[config.mk]
export PLATFORM = sky130hd
export DESIGN_NAME = tick_dispatcher
export DESIGN_NICKNAME = d
export VERILOG_FILES = /design/src/rtl/tick_dispatcher.sv
export SDC_FILE = /design/constraint.sdc
export NUM_CORES = 1
export LEC_CHECK = 0
export ABC_CLOCK_PERIOD_IN_PS = 1450
export BUFFER_PORTS_ARGS = -buffer_cell sky130_fd_sc_hd__buf_4
export CELL_PAD_IN_SITES_DETAIL_PLACEMENT = 1
export CELL_PAD_IN_SITES_GLOBAL_PLACEMENT = 1
export CORE_UTILIZATION = 39
export DETAILED_ROUTE_END_ITERATION = 16
export PLACE_DENSITY_LB_ADDON = 0.1
export SLEW_MARGIN = 25
export SYNTH_ARGS = -nofsm -noshare
export SYNTH_HDL_FRONTEND = slang
export SYNTH_SLANG_ARGS = --single-unit
[constraint.sdc]
create_clock -name clk -period 1.45 [get_ports clk]
set_input_delay 0.2175 -clock clk [delete_from_list [all_inputs] [get_ports clk]]
set_output_delay 0.2175 -clock clk [all_outputs]
set_load 0.005 [all_outputs]
[src/rtl/tick_dispatcher.sv]
// Turns upstream tick pulses into four-phase req/ack handshakes,
// queueing ticks while busy and aborting stalled handshakes.
module tick_dispatcher #(
  parameter int MAXP  = 3,
  parameter int PBITS = 2,
  parameter int TMO   = 15,
  parameter int TBITS = 4
) (
  input  logic             clk,
  input  logic             rst,
  input  logic             tick,
  input  logic             ack,
  output logic             req,
  output logic             done,
  output logic [PBITS-1:0] pend,
  output logic             ovf,
  output logic             tmo_err
);

  typedef enum logic [1:0] {
    S_IDLE,
    S_REQ,
    S_REL
  } state_t;

  state_t           state;
  state_t           state_n;
  logic [TBITS-1:0] timer;
  logic [PBITS-1:0] pend_n;
  logic             expire;
  logic             deq;
  logic             enq;
  logic             abort;
  logic             finish;
  logic             ovf_set;

  always_ff @(posedge clk) begin
    if (rst) state <= S_IDLE;
    else     state <= state_n;
  end

  always_comb begin
    expire  = (timer == TBITS'(TMO - 1));
    state_n = state;
    unique case (state)
      S_IDLE: if (pend != '0 || tick) state_n = S_REQ;
      S_REQ: begin
        if (ack)         state_n = S_REL;
        else if (expire) state_n = S_IDLE;
      end
      S_REL: begin
        if (!ack)        state_n = S_IDLE;
        else if (expire) state_n = S_IDLE;
      end
      default: state_n = S_IDLE;
    endcase
  end

  // A tick is consumed directly only when idle with nothing queued.
  always_comb begin
    deq     = (state == S_IDLE) && (pend != '0);
    enq     = tick && !((state == S_IDLE) && (pend == '0));
    finish  = (state == S_REL) && !ack;
    abort   = ((state == S_REQ) && !ack && expire) ||
              ((state == S_REL) && ack && expire);
    pend_n  = pend;
    ovf_set = 1'b0;
    if (enq && !deq) begin
      if (pend == PBITS'(MAXP)) ovf_set = 1'b1;
      else                      pend_n  = pend + 1'b1;
    end else if (deq && !enq) begin
      pend_n = pend - 1'b1;
    end
  end

  always_ff @(posedge clk) begin
    if (rst) begin
      req     <= 1'b0;
      done    <= 1'b0;
      pend    <= '0;
      ovf     <= 1'b0;
      tmo_err <= 1'b0;
      timer   <= '0;
    end else begin
      req     <= (state_n == S_REQ);
      done    <= finish;
      pend    <= pend_n;
      ovf     <= ovf | ovf_set;
      tmo_err <= tmo_err | abort;
      if (state_n != state || state == S_IDLE) timer <= '0;
      else                                    timer <= timer + 1'b1;
    end
  end

  a_pend_max: assert property (
    @(posedge clk) disable iff (rst) pend <= PBITS'(MAXP));

`ifdef FORMAL
  a_live: assert property (
    @(posedge clk) s_eventually (!rst implies (done || tmo_err || pend == '0)));
`endif

endmodule

# After elaboration in Yosys (flattened, before gate mapping)
# Cells that the tools add are included.
# word_totals
register_bits,12
latch_bits,0
ram_bits,0
rom_bits,0
input_bits,4
output_inout_bits,6
word_cells,52
memories,0
# classes
addsub,3
n_mul,0
div,0
n_lt_le_gt_ge,0
n_eq_ne,7
n_shift,0
muxes,10
n_bitwise,2
reduce_logical,23
# ops
cell,n
2-to-1 mux 2 bit,7
logical AND 1 bit,10
one-hot mux 2 bit (3 select lines),1
"adder 4 x 1 -> 4 bit, second input constant",1
"equality test 2 x 1 -> 1 bit, second input constant",2
"equality test 2 bit, second input constant",2
"equality test 4 bit, second input constant",1
logical NOT 1 bit,4
logical NOT 2 bit,2
nonzero test 2 bit,2
logical OR 1 bit,3
"adder 2 x 1 -> 2 bit, second input constant",1
2-to-1 mux 1 bit,2
inequality test 2 bit,1
"inequality test 2 bit, second input constant",1
bitwise OR 1 bit,2
AND reduction 2 bit,1
OR reduction 2 bit,1
"subtractor 2 x 1 -> 2 bit, second input constant",1

# Depth between registers and ports, before layout
# Gate-level depths: netlist of run 1.
# depth
ltp_word,8
depth_mapped,5
depth_no_buf,5

# Least setup slack after synthesis of run 1
# No wires, ideal clock.
# synth_path
path_type,register -> register
startpoint,reg state[1]
endpoint,reg pend[0]
setup_ns,0.119
t_arrival_ns,0.939
required_ns,1.331
setup_slack_ns,0.392
path_stages_with_launch,5
n_path_buf,1
period_less_slack_ns,1.058
path_cell_list,dfxtp_1 > buf_6 > or3_4 > o211ai_2 > a21oi_2
# synth_via
elab_chain_len,8
elab_cells_between_ends,13
cone_classes,eq/ne (1); mux (1); reduce/logical (11)
# synth_lines
element,line_no,text
from (decl),26,state_t state;
from (signal assigned),39,else state <= state_n;
logical NOT 2 bit (*),"61, 62",
logical AND 1 bit,62,enq = tick && !((state == S_IDLE) && (pend == '0));
logical NOT 1 bit,62,
logical AND 1 bit,62,
logical NOT 1 bit,71,end else if (deq && !enq) begin
logical AND 1 bit,71,
nonzero test 2 bit (no line),--,
AND reduction 2 bit (no line),--,
to (signal assigned),87,pend <= pend_n;
to (decl),15,"output logic [PBITS-1:0] pend,"
# Every way passes the cells marked *; elsewhere a longest branch is shown, timed or not.
# A chain may end at the register's enable or synchronous reset.

# Worst setup path after layout of run 1
# layout_path
startpoint,reg state[0]
endpoint,reg timer[3]
# layout_via
elab_chain_len,6
elab_cells_between_ends,11
cone_classes,eq/ne (3); mux (5); reduce/logical (3)
# layout_lines
element,line_no,text
2-to-1 mux 2 bit,"49, 53",
2-to-1 mux 2 bit (on tied branches),"52, 48",
one-hot mux 2 bit (3 select lines),45,unique case (state)
inequality test 2 bit,90,if (state_n != state || state == S_IDLE) timer <= '0;
logical OR 1 bit (*),90,
OR reduction 2 bit (no line) (*),--,
to (signal assigned),91,else timer <= timer + 1'b1;
to (decl),28,logic [TBITS-1:0] timer;
# Marked as above.

==> flow_summary.json, run 1 <==
{
  "die_h_um": 39.8,
  "clk_latency_ns": 0.27,
  "final.setup.worst_slack_ns": 0.266,
  "grt_antenna_before_repair": 0,
  "post-cts-setup-buffer-count": 0,
  "vias": 410,
  "combPwrFrac_pct": 10.2,
  "synth_area_um2": 557,
  "synthArstFlopShare_pct": 0,
  "min_path_type": "input port to flip-flop",
  "worst-path-max-fanout": 11,
  "grt_pass1_vias": 313,
  "cts.clk_slew.worst_paths_ns": 0.08,
  "clock_sinks": 12,
  "synthTopCellsByArea": "dfxtp_1 43%, buf_6 6.1%, nor2_1 4.7%",
  "min_from": "ack",
  "grt_pass1_wl_mm": 1.50,
  "pre_cts_ws_ns": 0.286,
  "r2r_cells": 3,
  "start_util_pct": 42.3,
  "synth_cell_type_count": 28,
  "cts-resized-gates": 0,
  "netlist.top_cell.by_area": "dfxtp_1",
  "first_pass_iters": 3,
  "hold_viol": 0,
  "regToRegEndpoint": "timer[3]$_SDFF_PP0_",
  "rows": 13,
  "dp_hpwl_um": 688,
  "yosysSeqAreaShare_pct": 43.1,
  "r2r_slack_ns": 0.27,
  "maxSlewViolCount": 0,
  "final_antenna_net_count": 0,
  "synthCells": 54,
  "yosysWarnings": 0,
  "rr_startpoint": "state[0]$_SDFF_PP0_",
  "drc": 0,
  "critPathRequiredTime_ns": 1.61,
  "coreArea_um2": 1320,
  "p_int_mw": 0.534,
  "wl_per_cell_um": 12.4,
  "power_frac_seq_pct": 51.5,
  "p_leak_nw": 0.245,
  "die_w_um": 39.8,
  "power_mw": 0.699,
  "synth_area_per_cell_um2": 10.3,
  "cts_made_buffers": 3,
  "holdPathStages": 2,
  "syn2layout_area_growth_pct": 16.0,
  "worst_pin_slew_ns": 0.396,
  "power_frac_clock_pct": 38.2,
  "grt_usage_pct": 15.7,
  "diodes": 0,
  "slew-limit-headroom_pct": 73.5,
  "worstSetupPathType": "flip-flop to flip-flop",
  "fin_crit_sh_pct": 81.7,
  "fin_skew_ns": 0.00383,
  "fin_setup_tns_ns": 0,
  "seqCellArea_um2": 240,
  "fin_crit_ns": 1.18,
  "multi_input_area_um2": 275,
  "status": "finished, final reports clean",
  "initialDrtViolationCount": 9,
  "switching_share_pct": 23.6,
  "layout.nets": 71,
  "synth_top_area_share_pct": 43.1,
  "grt_overflow": 0,
  "endpoint_kind": "flip-flop",
  "drv_cap": 0,
  "h-tree-depth": 1,
  "avgViaCountPerCell": 5.19,
  "postCtsHoldBufs": 0,
  "clock_path_buffers": 2,
  "cts_tree": "built",
  "rsz0062_at_grt": "false",
  "pin_count": 10,
  "grt_max_degree": 12,
  "power.density_nw_per_um2": 1080,
  "root_buffer": "clkbuf_4",
  "synth_edf_count": 0,
  "drt-total-wl_um": 980,
  "gp_congestion": 0.590,
  "cp-start-kind": "flip-flop",
  "ys_seq_elements": 12,
  "io_buffers": 9,
  "fmax_ghz": 0.844,
  "peakVddDrop_uv": 747,
  "n_fill_cell": 160,
  "drive_above_1_share_pct": 28.1,
  "net-switching-power_mw": 0.165,
  "die-area_um2": 1580,
  "finalSetupViolCount": 0,
  "synth_flop_cell": "dfxtp_1",
  "synth_nets": 60,
  "cp.arrival_ns": 1.35,
  "min_to": "done$_SDFF_PP0_"
}
-- stage by stage --
stage	cells	utilization [%]	hold slack [ns]	cell area [µm²]
global route	79	49.0	0.134	646
detailed placement	75	46.2	0.447	609
finish	79	49.0	0.159	646
floorplan	54	-	0.294	557
CTS	79	49.0	0.144	646
global placement	75	46.2	0.447	609
-- cells in the final DEF (no fill, tap or decap) --
master,netlist,layout
o211ai_2,1,1
o21a_1,1,1
a21oi_2,1,1
nor2_1,7,7
xnor2_1,1,1
nor2b_1,1,1
and4bb_1,1,1
nor4b_4,1,1
a21oi_1,1,1
buf_4,0,9
nand2_1,1,1
clkbuf_8,0,1
nor3b_1,1,1
inv_1,2,2
nand3_1,2,2
o21bai_1,1,1
a31oi_1,2,2
o21ai_2,1,1
nand2b_1,1,1
xor2_1,1,1
clkbuf_4,0,3
nor4b_1,2,2
o22ai_1,1,1
or3_4,1,1
nor3_1,3,3
a2bb2oi_1,1,1
mux2i_1,1,1
ha_1,2,2
o21ai_0,1,1
dfxtp_1,12,12
-- power groups by stage --
stage / clock network [mW] / logic (mW) / registers (mW)
5_1_grt: 0.303 / 0.0789 / 0.363
3_5_place_dp: 0 / 0.0715 / 0.368
4_1_cts: 0.280 / 0.0719 / 0.360
3_3_place_gp: 0 / 0.0714 / 0.368
6_report: 0.267 / 0.0715 / 0.360
2_1_floorplan: 0 / 0.0653 / 0.357
-- logic make-up after synthesis --
family | Yosys count | share of synthesized area [%]
flip-flops | 12 | 43.1
buffers and inverters | 5 | 7.42
adder cells (fa/ha/maj) | 2 | 4.49
AO/OA/AOI/OAI | 11 | 14.8
multiplexers | 1 | 1.80
XOR/XNOR | 2 | 3.15
AND/OR/NAND/NOR | 21 | 25.2
-- worst max-delay path, cell delays in order (launching register included) --
cell and delay (ns):
dfxtp_1 0.53, and4bb_1 0.26, o21ai_2 0.22, nor2_1 0.07
-- per-layer routing --
layer	GRT usage [%]	vias up	part of all wire, %
li1	-	213	-
met3	10.2	2	6.1
met5	0	-	0
met4	7.76	0	0.82
met1	19.3	184	50
met2	20.5	11	43
-- synthesized netlist by cell type (2+ instances only) --
| cell | count |
|---|---|
| dfxtp_1 | 12 |
| nor4b_1 | 2 |
| nor2_1 | 7 |
| a31oi_1 | 2 |
| nor3_1 | 3 |
| nand3_1 | 2 |
| buf_6 | 3 |
| ha_1 | 2 |
| inv_1 | 2 |
-- sequential cells by signal (all words and copies together) (netlist names) --
name	cells
timer	4
pend	2
state	2
done	1
ovf	1
req	1
tmo_err	1
-- how the worst max path moves through the flow --
stage	start	to	slack, ns	cells after the start
4_1_cts	state[0]$_SDFF_PP0_	timer[3]$_SDFF_PP0_	0.27	3
6_report	state[0]$_SDFF_PP0_	timer[3]$_SDFF_PP0_	0.27	3
3_5_place_dp	state[0]$_SDFF_PP0_	timer[2]$_SDFF_PP0_	0.29	3
5_1_grt	state[0]$_SDFF_PP0_	timer[3]$_SDFF_PP0_	0.17	3
3_3_place_gp	state[0]$_SDFF_PP0_	timer[2]$_SDFF_PP0_	0.27	3
2_1_floorplan	state[1]$_SDFF_PP0_	pend[0]$_SDFFE_PP0P_	0.39	4
-- cell type report --
class / count / area share [%]
multi-input combinational: 37 / 42.6
sequential: 12 / 37.2
timing repair buffer: 9 / 10.5
clock buffer: 4 / 5.62
tap: 15 / 2.91
inverter: 2 / 1.16
Power figures use the tool's default switching activity.
==> run 2: changes to the inputs <==
--- a/config.mk
+++ b/config.mk
@@ -5,7 +5,7 @@
 export SDC_FILE = /design/constraint.sdc
 export NUM_CORES = 1
 export LEC_CHECK = 0
-export ABC_CLOCK_PERIOD_IN_PS = 1450
+export ABC_CLOCK_PERIOD_IN_PS = 1200
 export BUFFER_PORTS_ARGS = -buffer_cell sky130_fd_sc_hd__buf_4
 export CELL_PAD_IN_SITES_DETAIL_PLACEMENT = 1
 export CELL_PAD_IN_SITES_GLOBAL_PLACEMENT = 1
==> constraint.sdc (replaced) <==
create_clock -name clk -period 1.2 [get_ports clk]
set_input_delay 0.18 -clock clk [delete_from_list [all_inputs] [get_ports clk]]
set_output_delay 0.18 -clock clk [all_outputs]
set_load 0.005 [all_outputs]
==> flow_summary.json, run 2 (same netlist as run 1, synthesis figures left out) <==
{
  "cts.clk_slew.worst_paths_ns": 0.08,
  "drt-total-wl_um": 966,
  "r2r_cells": 3,
  "grt_overflow": 0,
  "pin_count": 10,
  "final_antenna_net_count": 0,
  "maxSlewViolCount": 0,
  "final.setup.worst_slack_ns": 0.0705,
  "rows": 13,
  "seqCellArea_um2": 241,
  "placed_cell_area_um2": 617,
  "top_regs": "timer x4, pend x2, state x2",
  "worstSetupPathType": "flip-flop to flip-flop",
  "p_leak_nw": 0.251,
  "gp_congestion": 0.607,
  "cp-start-kind": "flip-flop",
  "regToRegEndpoint": "pend[0]$_SDFFE_PP0P_",
  "pre_cts_ws_ns": 0.0249,
  "first_pass_iters": 1,
  "largest_register": "timer",
  "min_path_type": "input port to flip-flop",
  "die_w_um": 39.8,
  "grt_pass1_wl_mm": 1.46,
  "endpoint_kind": "flip-flop",
  "clock_sinks": 12,
  "power_mw": 0.846,
  "fin_hold_ws_ns": 0.125,
  "stdcell_area_um2": 654,
  "cts_tree": "built",
  "status": "finished, final reports clean",
  "rsz0062_at_grt": "false",
  "power_frac_seq_pct": 51.1,
  "largest_reg_flops": 4,
  "clock_path_buffers": 2,
  "finalSetupViolCount": 0,
  "root_buffer": "clkbuf_4",
  "cp-startpoint": "state[1]$_SDFF_PP0_",
  "grt_max_degree": 12,
  "switching_share_pct": 23.3,
  "grt_antenna_before_repair": 0,
  "worst-path-max-fanout": 10,
  "cp.arrival_ns": 1.29,
  "grt_pass1_vias": 342,
  "combPwrFrac_pct": 10.9,
  "hold_viol": 0,
  "net-switching-power_mw": 0.197,
  "drv_cap": 0,
  "syn2layout_area_growth_pct": 17.5,
  "fin_crit_sh_pct": 94.1,
  "h-tree-depth": 1,
  "layout.nets": 72,
  "postCtsHoldBufs": 0,
  "multi_input_area_um2": 275,
  "final_cell_mix": "11 x dfxtp_1, 10 x buf_4, 7 x nor2_1",
  "initialDrtViolationCount": 0,
  "fin_util_pct": 49.7,
  "start_util_pct": 42.3,
  "final_common_cell": "dfxtp_1",
  "vias": 412,
  "critPathCapture": "pend[0]$_SDFFE_PP0P_",
  "wl_per_cell_um": 12.1,
  "p_int_mw": 0.649,
  "worst_pin_slew_ns": 0.383,
  "die_h_um": 39.8,
  "critPathRequiredTime_ns": 1.36,
  "avgViaCountPerCell": 5.15,
  "post-cts-setup-buffer-count": 0,
  "peakVddDrop_uv": 524,
  "r2r_slack_ns": 0.07,
  "n_fill_cell": 159,
  "clk_latency_ns": 0.27,
  "dp_cells": 76,
  "io_buffers": 9,
  "cts_made_buffers": 3,
  "coreArea_um2": 1320,
  "dp_hpwl_um": 717,
  "drc": 0,
  "fin_setup_tns_ns": 0,
  "rr_startpoint": "state[1]$_SDFF_PP0_",
  "fin_cells": 80,
  "fmax_ghz": 0.885,
  "fin_crit_ns": 1.13,
  "slew-limit-headroom_pct": 74.4,
  "grt_usage_pct": 14.6,
  "die-area_um2": 1580,
  "drive_above_1_share_pct": 30.8,
  "fin_skew_ns": 0.00134,
  "diodes": 0,
  "power.density_nw_per_um2": 1290,
  "power_frac_clock_pct": 38.0
}
run 2: layer usage:
layer	GRT usage [%]	share of wire, %	vias up
met3	3.41	3.8	2
met4	12.9	1.2	0
met5	0	0	-
li1	-	-	213
met2	20.5	46	8
met1	18.2	49	189
run 2: final cells by class:
type	instances	area share, %
Clock buffer	4	5.54
Multi-Input combinational cell	37	42.1
Inverter	2	1.15
Sequential cell	12	36.9
Timing Repair Buffer	10	11.5
Tap cell	15	2.87
run 2: worst min path at each step:
| stage | start | to | slack (ns) | cells after the start |
|---|---|---|---|---|
| finish | ack | done$_SDFF_PP0_ | 0.12 | 2 |
| global route | ack | done$_SDFF_PP0_ | 0.12 | 2 |
| CTS | ack | done$_SDFF_PP0_ | 0.11 | 2 |
| detailed placement | ack | done$_SDFF_PP0_ | 0.41 | 2 |
| global placement | ack | done$_SDFF_PP0_ | 0.41 | 2 |
| floorplan | ack | done$_SDFF_PP0_ | 0.26 | 1 |
run 2: power groups by stage:
stage,Combinational [mW],Clock (mW),Sequential (mW)
finish,0.0924,0.321,0.433
global route,0.102,0.349,0.436
CTS,0.0937,0.337,0.432
detailed placement,0.0937,0,0.441
global placement,0.0937,0,0.441
floorplan,0.0789,0,0.431
run 2: what timing repair did:
| action | CTS | global route |
|---|---|---|
| setup endpoints to repair | 0 | 5 |
| hold endpoints to repair | 0 | 0 |
| gates resized for setup | 0 | 1 |
run 2: worst max-delay path: stages, from the launching register on:
cell and delay, ns:
dfxtp_1 0.43, or3_4 0.44, o211ai_2 0.09, a21oi_2 0.07
==> run 3: changes to the inputs <==
--- a/config.mk
+++ b/config.mk
@@ -5,11 +5,12 @@
 export SDC_FILE = /design/constraint.sdc
 export NUM_CORES = 1
 export LEC_CHECK = 0
+export ABC_AREA = 1
 export ABC_CLOCK_PERIOD_IN_PS = 1200
 export BUFFER_PORTS_ARGS = -buffer_cell sky130_fd_sc_hd__buf_4
 export CELL_PAD_IN_SITES_DETAIL_PLACEMENT = 1
 export CELL_PAD_IN_SITES_GLOBAL_PLACEMENT = 1
-export CORE_UTILIZATION = 39
+export CORE_UTILIZATION = 36
 export DETAILED_ROUTE_END_ITERATION = 16
 export PLACE_DENSITY_LB_ADDON = 0.1
 export SLEW_MARGIN = 25
==> flow_summary.json, run 3 <==
{
  "status": "finished, final reports clean",
  "worstSetupPathType": "flip-flop to flip-flop",
  "gp_congestion": 0.618,
  "dp_hpwl_um": 731,
  "fin_crit_ns": 1.09,
  "ys_seq_elements": 12,
  "final_common_cell": "buf_4",
  "pre_cts_ws_ns": 0.0583,
  "fin_skew_ns": 0.00380,
  "drive_above_1_share_pct": 32.9,
  "io_buffers": 9,
  "vias": 427,
  "cp-start-kind": "flip-flop",
  "clock_sinks": 12,
  "critPathMaxStageDelay_ns": 0.33,
  "grt_usage_pct": 16.7,
  "synth_area_um2": 507,
  "final.setup.worst_slack_ns": 0.109,
  "peakVddDrop_uv": 683,
  "die-area_um2": 1560,
  "synth_cell_type_count": 18,
  "coreArea_um2": 1300,
  "yosysMostFrequentCell": "dfxtp_1",
  "final_cell_mix": "11 x buf_4, 10 x nor2_1, 10 x dfxtp_1",
  "fin_crit_sh_pct": 90.9,
  "critPathRequiredTime_ns": 1.41,
  "cts_tree": "built",
  "power.density_nw_per_um2": 1200,
  "min_from": "ack",
  "cts.clk_slew.worst_paths_ns": 0.07,
  "endpoint_kind": "flip-flop",
  "cts-resized-gates": 0,
  "cp_num_buf_inv": 1,
  "r2r_slack_ns": 0.11,
  "yosysWarnings": 0,
  "clock_path_buffers": 2,
  "grt_max_degree": 9,
  "cp.arrival_ns": 1.30,
  "hold_viol": 0,
  "synthCells": 63,
  "rsz0062_at_grt": "false",
  "maxSlewViolCount": 0,
  "yosys-top-cells-count": "12 x dfxtp_1, 10 x nor2_1, 9 x nand2_1",
  "grt_overflow": 0,
  "grt_pass1_wl_mm": 1.57,
  "synth_flop_cell": "dfxtp_1",
  "cp-startpoint": "timer[0]$_SDFF_PP0_",
  "layout.nets": 84,
  "rows": 13,
  "synthArstFlopShare_pct": 0,
  "largest_reg_flops": 4,
  "start_util_pct": 38.9,
  "min_path_type": "input port to flip-flop",
  "crit_chain": "inv_1, ha_1, nand3_2, nand3_2, nand3_2, nand3_4, nor2_1",
  "n_fill_cell": 166,
  "first_pass_iters": 2,
  "synth_edf_count": 0,
  "postCtsHoldBufs": 0,
  "syn2layout_area_growth_pct": 26.7,
  "diodes": 0,
  "die_h_um": 39.5,
  "synth_top_area_share_pct": 47.4,
  "cp_slowest_cell": "dfxtp_2",
  "placed_cell_area_um2": 604,
  "synthTopCellsByArea": "dfxtp_1 47%, nor2_1 7.4%, a21oi_1 6.9%",
  "drv_cap": 0,
  "slew-limit-headroom_pct": 84.9,
  "post-cts-setup-buffer-count": 0,
  "synth_nets": 69,
  "h-tree-depth": 1,
  "initialDrtViolationCount": 2,
  "clk_latency_ns": 0.27,
  "grt_pass1_vias": 387,
  "top_regs": "timer x4, pend x2, state x2",
  "netlist.top_cell.by_area": "dfxtp_1",
  "fin_setup_tns_ns": 0,
  "fmax_ghz": 0.917,
  "die_w_um": 39.5,
  "avgViaCountPerCell": 4.69,
  "finalSetupViolCount": 0,
  "worst_pin_slew_ns": 0.227,
  "cts_made_buffers": 3,
  "grt_antenna_before_repair": 0,
  "critPathTopFamily": "simple AND/OR/NAND/NOR gates",
  "final_antenna_net_count": 0,
  "drt-total-wl_um": 978,
  "rr_startpoint": "timer[0]$_SDFF_PP0_",
  "wl_per_cell_um": 10.7,
  "crit_top_cell": "nand3_2",
  "largest_register": "timer",
  "stdcell_area_um2": 642,
  "worst-path-max-fanout": 4,
  "p_leak_nw": 0.287,
  "synth_area_per_cell_um2": 8.04,
  "root_buffer": "clkbuf_4",
  "drc": 0,
  "yosysSeqAreaShare_pct": 47.4,
  "pin_count": 10
}
run 3: cell types whose count changed in the layout (fill, tap and decap cells not counted), moves of 2 or more:
cell	delta
a31oi_1	-2
nand2_2	+2
nor2_2	+2
a21oi_1	+6
nor4b_1	-2
nand2_1	+8
inv_1	+4
nor2_1	+3
nor3_1	-2
nand3_2	+3
run 3: worst paths after layout:
path / endpoint / depth (start not counted)
max: timer[0]$_SDFF_PP0_ / 7
min: done$_SDFF_PP0_ / 2
max reg2reg: timer[0]$_SDFF_PP0_ / 7
min reg2reg: tmo_err$_SDFF_PP0_ / 2
run 3: through the flow:
step	hold WS, ns	utilization, %	cells	total power [mW]
2_1_floorplan	0.259	-	63	0.494
3_3_place_gp	0.383	46.4	88	0.532
3_5_place_dp	0.384	46.4	88	0.534
4_1_cts	0.0945	48.2	91	0.778
5_1_grt	0.0813	49.3	91	0.831
6_report	0.0990	49.3	91	0.770
run 3: final cells by class:
type                       count  area, µm²  share of cell area (%)
multi-input combinational     43        249                    38.8
inverter                       7       26.3                    4.09
tap                           15       18.8                    2.92
timing repair buffer          11       82.6                    12.9
clock buffer                   3       22.5                    3.51
sequential                    12        243                    37.8
run 3: routing by layer:
metal	global-route usage, %	share of wire, %
met5	0	0
met4	10.3	2.5
met1	17.4	46
met3	10.2	6.2
met2	25.0	45
run 3: report_power, final:
part	switching, mW	internal (mW)
Sequential	0.0102	0.413
Combinational	0.0612	0.0448
Clock	0.125	0.116
Total	0.196	0.574
run 3: cell families (layout without fill, tap and decap cells):
| group | Yosys count | in the layout | share of synthesized area, % |
|---|---|---|---|
| xor+xnor | 2 | 2 | 3.46 |
| flops | 12 | 12 | 47.4 |
| compound gates | 10 | 10 | 10.4 |
| simple gates | 29 | 29 | 27.9 |
| buf+inv | 8 | 21 | 5.92 |
| fa+ha+maj | 2 | 2 | 4.94 |
